--- src/rtl/demux8_collect.sv ---
// Serial-to-parallel collector: steers accepted serial bits into an 8-lane shadow byte
// and hands completed bytes to a single-entry holding register with a valid/ready handshake.
module demux8_collect #(
  parameter int unsigned LSB_FIRST = 1,
  parameter int unsigned CONT      = 0
) (
  input  logic       clk,
  input  logic       rst_n,
  input  logic       start,
  input  logic       din,
  input  logic       din_valid,
  output logic [7:0] dout,
  output logic       dout_valid,
  input  logic       dout_ready,
  output logic [2:0] sel,
  output logic       busy,
  output logic       overrun
);

  typedef enum logic [0:0] {StIdle, StCollect} state_e;

  state_e     state_q, state_d;
  logic [2:0] sel_q, sel_d;
  logic [7:0] shadow_q, shadow_d;
  logic [7:0] dout_q, dout_d;
  logic       dv_q, dv_d;
  logic       ovr_q, ovr_d;

  logic [2:0] lane;
  logic [2:0] lane0;
  logic [7:0] byte_new;

  always_comb begin
    lane     = (LSB_FIRST != 0) ? sel_q : (3'd7 - sel_q);
    lane0    = (LSB_FIRST != 0) ? 3'd0 : 3'd7;
    byte_new = shadow_q;
    byte_new[lane] = din;
  end

  always_comb begin
    state_d  = state_q;
    sel_d    = sel_q;
    shadow_d = shadow_q;
    dout_d   = dout_q;
    dv_d     = dv_q;
    ovr_d    = 1'b0;

    // Consumption; a simultaneous completion below may re-set dv_d.
    if (dv_q && dout_ready) begin
      dv_d = 1'b0;
    end

    if (start) begin
      // Restart discards any partial frame; never produces output.
      state_d  = StCollect;
      shadow_d = 8'h00;
      sel_d    = 3'd0;
      if (din_valid) begin
        shadow_d[lane0] = din;
        sel_d           = 3'd1;
      end
    end else if (state_q == StCollect && din_valid) begin
      shadow_d = byte_new;
      sel_d    = sel_q + 3'd1;
      if (sel_q == 3'd7) begin
        if (!dv_q || dout_ready) begin
          dout_d = byte_new;
          dv_d   = 1'b1;
        end else begin
          ovr_d = 1'b1;
        end
        if (CONT == 0) begin
          state_d = StIdle;
        end
      end
    end
  end

  always_ff @(posedge clk or negedge rst_n) begin
    if (!rst_n) begin
      state_q  <= StIdle;
      sel_q    <= 3'd0;
      shadow_q <= 8'h00;
      dout_q   <= 8'h00;
      dv_q     <= 1'b0;
      ovr_q    <= 1'b0;
    end else begin
      state_q  <= state_d;
      sel_q    <= sel_d;
      shadow_q <= shadow_d;
      dout_q   <= dout_d;
      dv_q     <= dv_d;
      ovr_q    <= ovr_d;
    end
  end

  assign dout       = dout_q;
  assign dout_valid = dv_q;
  assign sel        = sel_q;
  assign busy       = (state_q == StCollect);
  assign overrun    = ovr_q;

endmodule

--- config.mk ---
export PLATFORM = sky130hd
export DESIGN_NAME = demux8_collect
export DESIGN_NICKNAME = d
export VERILOG_FILES = /design/src/rtl/demux8_collect.sv
export SDC_FILE = /design/constraint.sdc
export NUM_CORES = 1
export LEC_CHECK = 0
export ABC_AREA = 1
export CAP_MARGIN = 40
export CORE_MARGIN = 1.5
export CORE_UTILIZATION = 53
export DETAILED_ROUTE_END_ITERATION = 7
export PLACE_DENSITY = 0.81
export SLEW_MARGIN = 30
export SYNTH_ARGS = -nofsm -noshare
export SYNTH_HDL_FRONTEND = slang
export SYNTH_SLANG_ARGS = --single-unit
export TNS_END_PERCENT = 50
--- constraint.sdc ---
create_clock -name clk -period 3.35 [get_ports clk]
set_input_delay 0.67 -clock clk [delete_from_list [all_inputs] [get_ports clk]]
set_output_delay 0.67 -clock clk [all_outputs]
set_load 0.02 [all_outputs]
# After elaboration in Yosys (flattened, before gate mapping)
# Index checks and enable logic that the tools add are counted.
# W data, S select, Z words.
# word_totals
reg_bits,22
out_inout_bits,14
wordCells,41
# classes
n_addsub,1
order_cmp,2
n_eq_ne,1
muxes,21
n_bitwise,1
n_reduce_logical,9
# ops
op,count
$mux W8,2
$mux W1,15
$bwmux W8,1
$mux W3,2
$lt A3 B4 Y1 const B,1
$reduce_and A4 Y1,1
$reduce_bool A2 Y1,2
$add A3 B1 Y3 const B,1
$demux W1 S3,1
$eq A3 B3 Y1 const B,1
$ge A3 B1 Y1 const B,1
$logic_and A1 B1 Y1,3
$reduce_and A2 Y1,1
$logic_not A1 Y1,1
$logic_or A1 B1 Y1,1
$not A1 Y1,1

# Longest topological paths before layout
# depth
word_depth,7
ltp_mapped,7
mapped_depth_nobuf,7

# Worst setup path before layout
# Ideal clock, no wire load.
# synth_path
path_kind,register to register
from,reg sel_q[0] (netlist: sel[0])
to,reg dout_q[2] (netlist: dout[2])
arrival_time_ns,1.267
slack_ns,1.965
stages_incl_launch_ff,7
path_buffers,1
synth_period_minus_slack_ns,1.385
path_cell_list,dfrtp_1 > ha_1 > ha_1 > nand3_2 > buf_6 > nand2_1 > o21ai_2
# synth_between
elab_chain_cells,5
# synth_rtl
item,line,text
from (decl),23,"logic [2:0] sel_q, sel_d;"
from (signal assigned),89,sel_q <= sel_d;
$lt A3 B4 Y1 (implied by the code) or $ge A3 B1 Y1 (tied branches),37,byte_new[lane] = din;
$logic_and A1 B1 Y1 (implied by the code),37,
$mux W1 (implied by the code),37,
$demux W1 S3,37,
$bwmux W8,37,
to (signal assigned),91,dout_q <= dout_d;
to (decl),25,"logic [7:0] dout_q, dout_d;"
# Several ways; a longest one is shown, not always the timed one.
# A chain may end at the register's enable or synchronous reset.

# Worst setup path after layout
# layout_path
from,reg sel_q[0] (netlist: sel[0])
to,out sel[0]
# layout_rtl
item,line,text
to (decl),15,"output logic [2:0] sel,"
# No word-level cell between the ends.

==> flow_summary.json <==
{
  "start_util": 0.584,
  "synth_area_per_cell_um2": 8.13,
  "htree_levels": 1,
  "ff2ff_setup_slack_ps": 1790,
  "diodes": 0,
  "cp_top_family": "buffers and inverters",
  "multi_input_area_um2": 419,
  "cts_buffers": 3,
  "reg2regPathDepth": 6,
  "holdPathStages": 2,
  "yosysTopAreaCellShare": 0.529,
  "cts.sinks": 22,
  "drtIter0Drc": 53,
  "stdcell_count": 175,
  "cp_max_fo": 9,
  "grt_max_degree": 14,
  "ioPinCount": 20,
  "die_area_um2": 2240,
  "wl_per_cell_um": 12.6,
  "fp-row-count": 15,
  "cp_num_buf_inv": 1,
  "final_common_cell": "nand2_1",
  "cp-start-kind": "flop",
  "port_buffers": 19,
  "slowest_stage": "clkdlybuf4s50_1",
  "endpoint_kind": "output pin",
  "layout.area.seq_um2": 551,
  "powerDensity_nw_per_um2": 434,
  "postRouteAntennaNets": 0,
  "final-hold-violation-count": 0,
  "worstPathArrival_ps": 1510,
  "core_um2": 1780,
  "slew_violations": 0,
  "wirelength_um": 2210,
  "startpoint": "sel[0]$_DFFE_PN0P_",
  "dp.cells": 171,
  "path_cells": "clkdlybuf4s50_1",
  "grt-ovfl-total": 0,
  "yosysWarningCount": 0,
  "vias": 941,
  "final_cell_mix": "nand2_1, dfrtp_1, clkdlybuf4s50_1",
  "worstReg2RegEnd": "dout[6]$_DFFE_PN0P_",
  "final_nets": 159,
  "cts_setup_buffers": 0,
  "slowest_delay_ps": 670,
  "layout-drive-gt1-share": 0.0733,
  "final.setup.tns_ps": 0,
  "dp_hpwl_um": 1520,
  "critical_path_class": "flop to output pin",
  "period_needed_ps": 2180,
  "hold_end": "shadow_q[5]$_DFFE_PN0P_",
  "seq_area_frac_synth": 0.529,
  "dieHeight_um": 47.3,
  "grt_util_all_layers": 0.235,
  "max_freq_mhz": 459,
  "syn_to_final_growth_pct": 26.0,
  "dieWidth_um": 47.3,
  "rsz0062_at_grt": "no",
  "grt_pass1_vias": 825,
  "path_clk_slew_ps": 120,
  "crit_required_ps": 2680,
  "fill_cells": 136,
  "hp-class": "flop to flop",
  "syn_inst": 128,
  "finalSetupViolations": 0,
  "cts_resized": 0,
  "via_per_inst": 5.38,
  "synthesis.nets": 136,
  "antenna_found_initial": 0,
  "min-delay-start": "shadow_q[5]$_DFFE_PN0P_",
  "cts_root_buffer": "clkbuf_4",
  "yosys.area.top_type": "dfrtp_1",
  "status": "completed",
  "syn-cell-area_um2": 1040,
  "finalCritPeriodShare": 0.650,
  "final.setup_skew_ps": 4.98,
  "ys_top_cells_by_area": "dfrtp_1, nand2_1, nand3_1",
  "slew_headroom": 0.658,
  "cts_tree": "yes",
  "clock_latency_ps": 310,
  "ys_seq_elements": 22,
  "ir_worst_vdd_v": 0.000534,
  "cts_hold_buffers": 0,
  "dr.pass1.iters": 4,
  "r2r_start": "sel[0]$_DFFE_PN0P_",
  "max_slew.worst_pin.slew_ps": 512,
  "drc": 0,
  "synth_cell_type_count": 18,
  "grt_pass1_wl_um": 3550,
  "maxCapViolations": 0,
  "place.gp.congestion": 0.871,
  "cts_buffer_depth": 2,
  "p_leak_uw": 0.000646
}
[routing by layer]
metal,GRT usage,share of wire
met1,0.291,0.45
met2,0.357,0.45
met3,0.0769,0.066
met4,0.139,0.035
met5,0,0
[sequential cells by signal (all words and copies together), names as in the netlist]
| register | count |
|---|---|
| dout | 8 |
| overrun | 1 |
| shadow_q | 8 |
| sel | 3 |
| dout_valid | 1 |
| busy | 1 |
[stage by stage]
step	hold slack (ps)	util	worst slack (ps)	instance area, µm²	power [µW]
finish	492	0.735	1170	1310	569
CTS	496	0.735	1180	1310	571
global route	509	0.735	1120	1310	591
floorplan	374	-	1970	1040	334
global placement	466	0.698	1250	1240	364
detailed placement	464	0.706	1180	1260	369
[cells in the mapped netlist]
cell type  number
inv_1          13
a21oi_1         1
inv_2           1
o21ai_2         2
nand3_1        10
dfrtp_1        22
nor2_4          1
nand2_1        53
buf_6           1
nor2_1          4
o21ai_0         6
o211ai_1        1
o21ai_1         6
nand2_2         1
nand4_1         2
buf_4           1
nand3_2         1
ha_1            2
[logic make-up (layout without fill, tap and decap cells)]
family / after synthesis / count (layout) / synth area share
fa+ha+maj: 2 / 2 / 0.0240
simple gates: 72 / 72 / 0.292
buf+inv: 16 / 38 / 0.0685
compound gates: 16 / 16 / 0.0865
flops: 22 / 22 / 0.529
[worst min-delay path: cells and delay by family, from the launching register on]
family           cells  cell delay [ps]
AND/OR/NAND/NOR      2              110
flip-flops           1              360
[where the power goes]
part	total, µW	switching [µW]	internal (µW)
combinational	81.2	50.5	30.7
clock	201	79.8	121
sequential	287	12.3	275
total	569	143	427
[worst max-delay path by stage]
| stage | endpoint | slack [ps] | cells after the start |
|---|---|---|---|
| after floorplan | dout[2]$_DFFE_PN0P_ | 1970 | 6 |
| after CTS | sel[0] | 1180 | 1 |
| after global placement | dout[3]$_DFFE_PN0P_ | 1250 | 7 |
| after global routing | sel[0] | 1120 | 1 |
| after detailed placement | dout[1]$_DFFE_PN0P_ | 1180 | 7 |
| final | sel[0] | 1170 | 1 |
[final cells by class]
type                    instances  share of cell area
flip-flops and latches         22               0.420
clock inverters                 1              0.0229
inverters                      14              0.0401
well taps                      25              0.0239
multi-input cells              90               0.320
repair buffers                 20               0.156
clock buffers                   3              0.0172
Note: power is estimated with default switching activity, not from simulation.
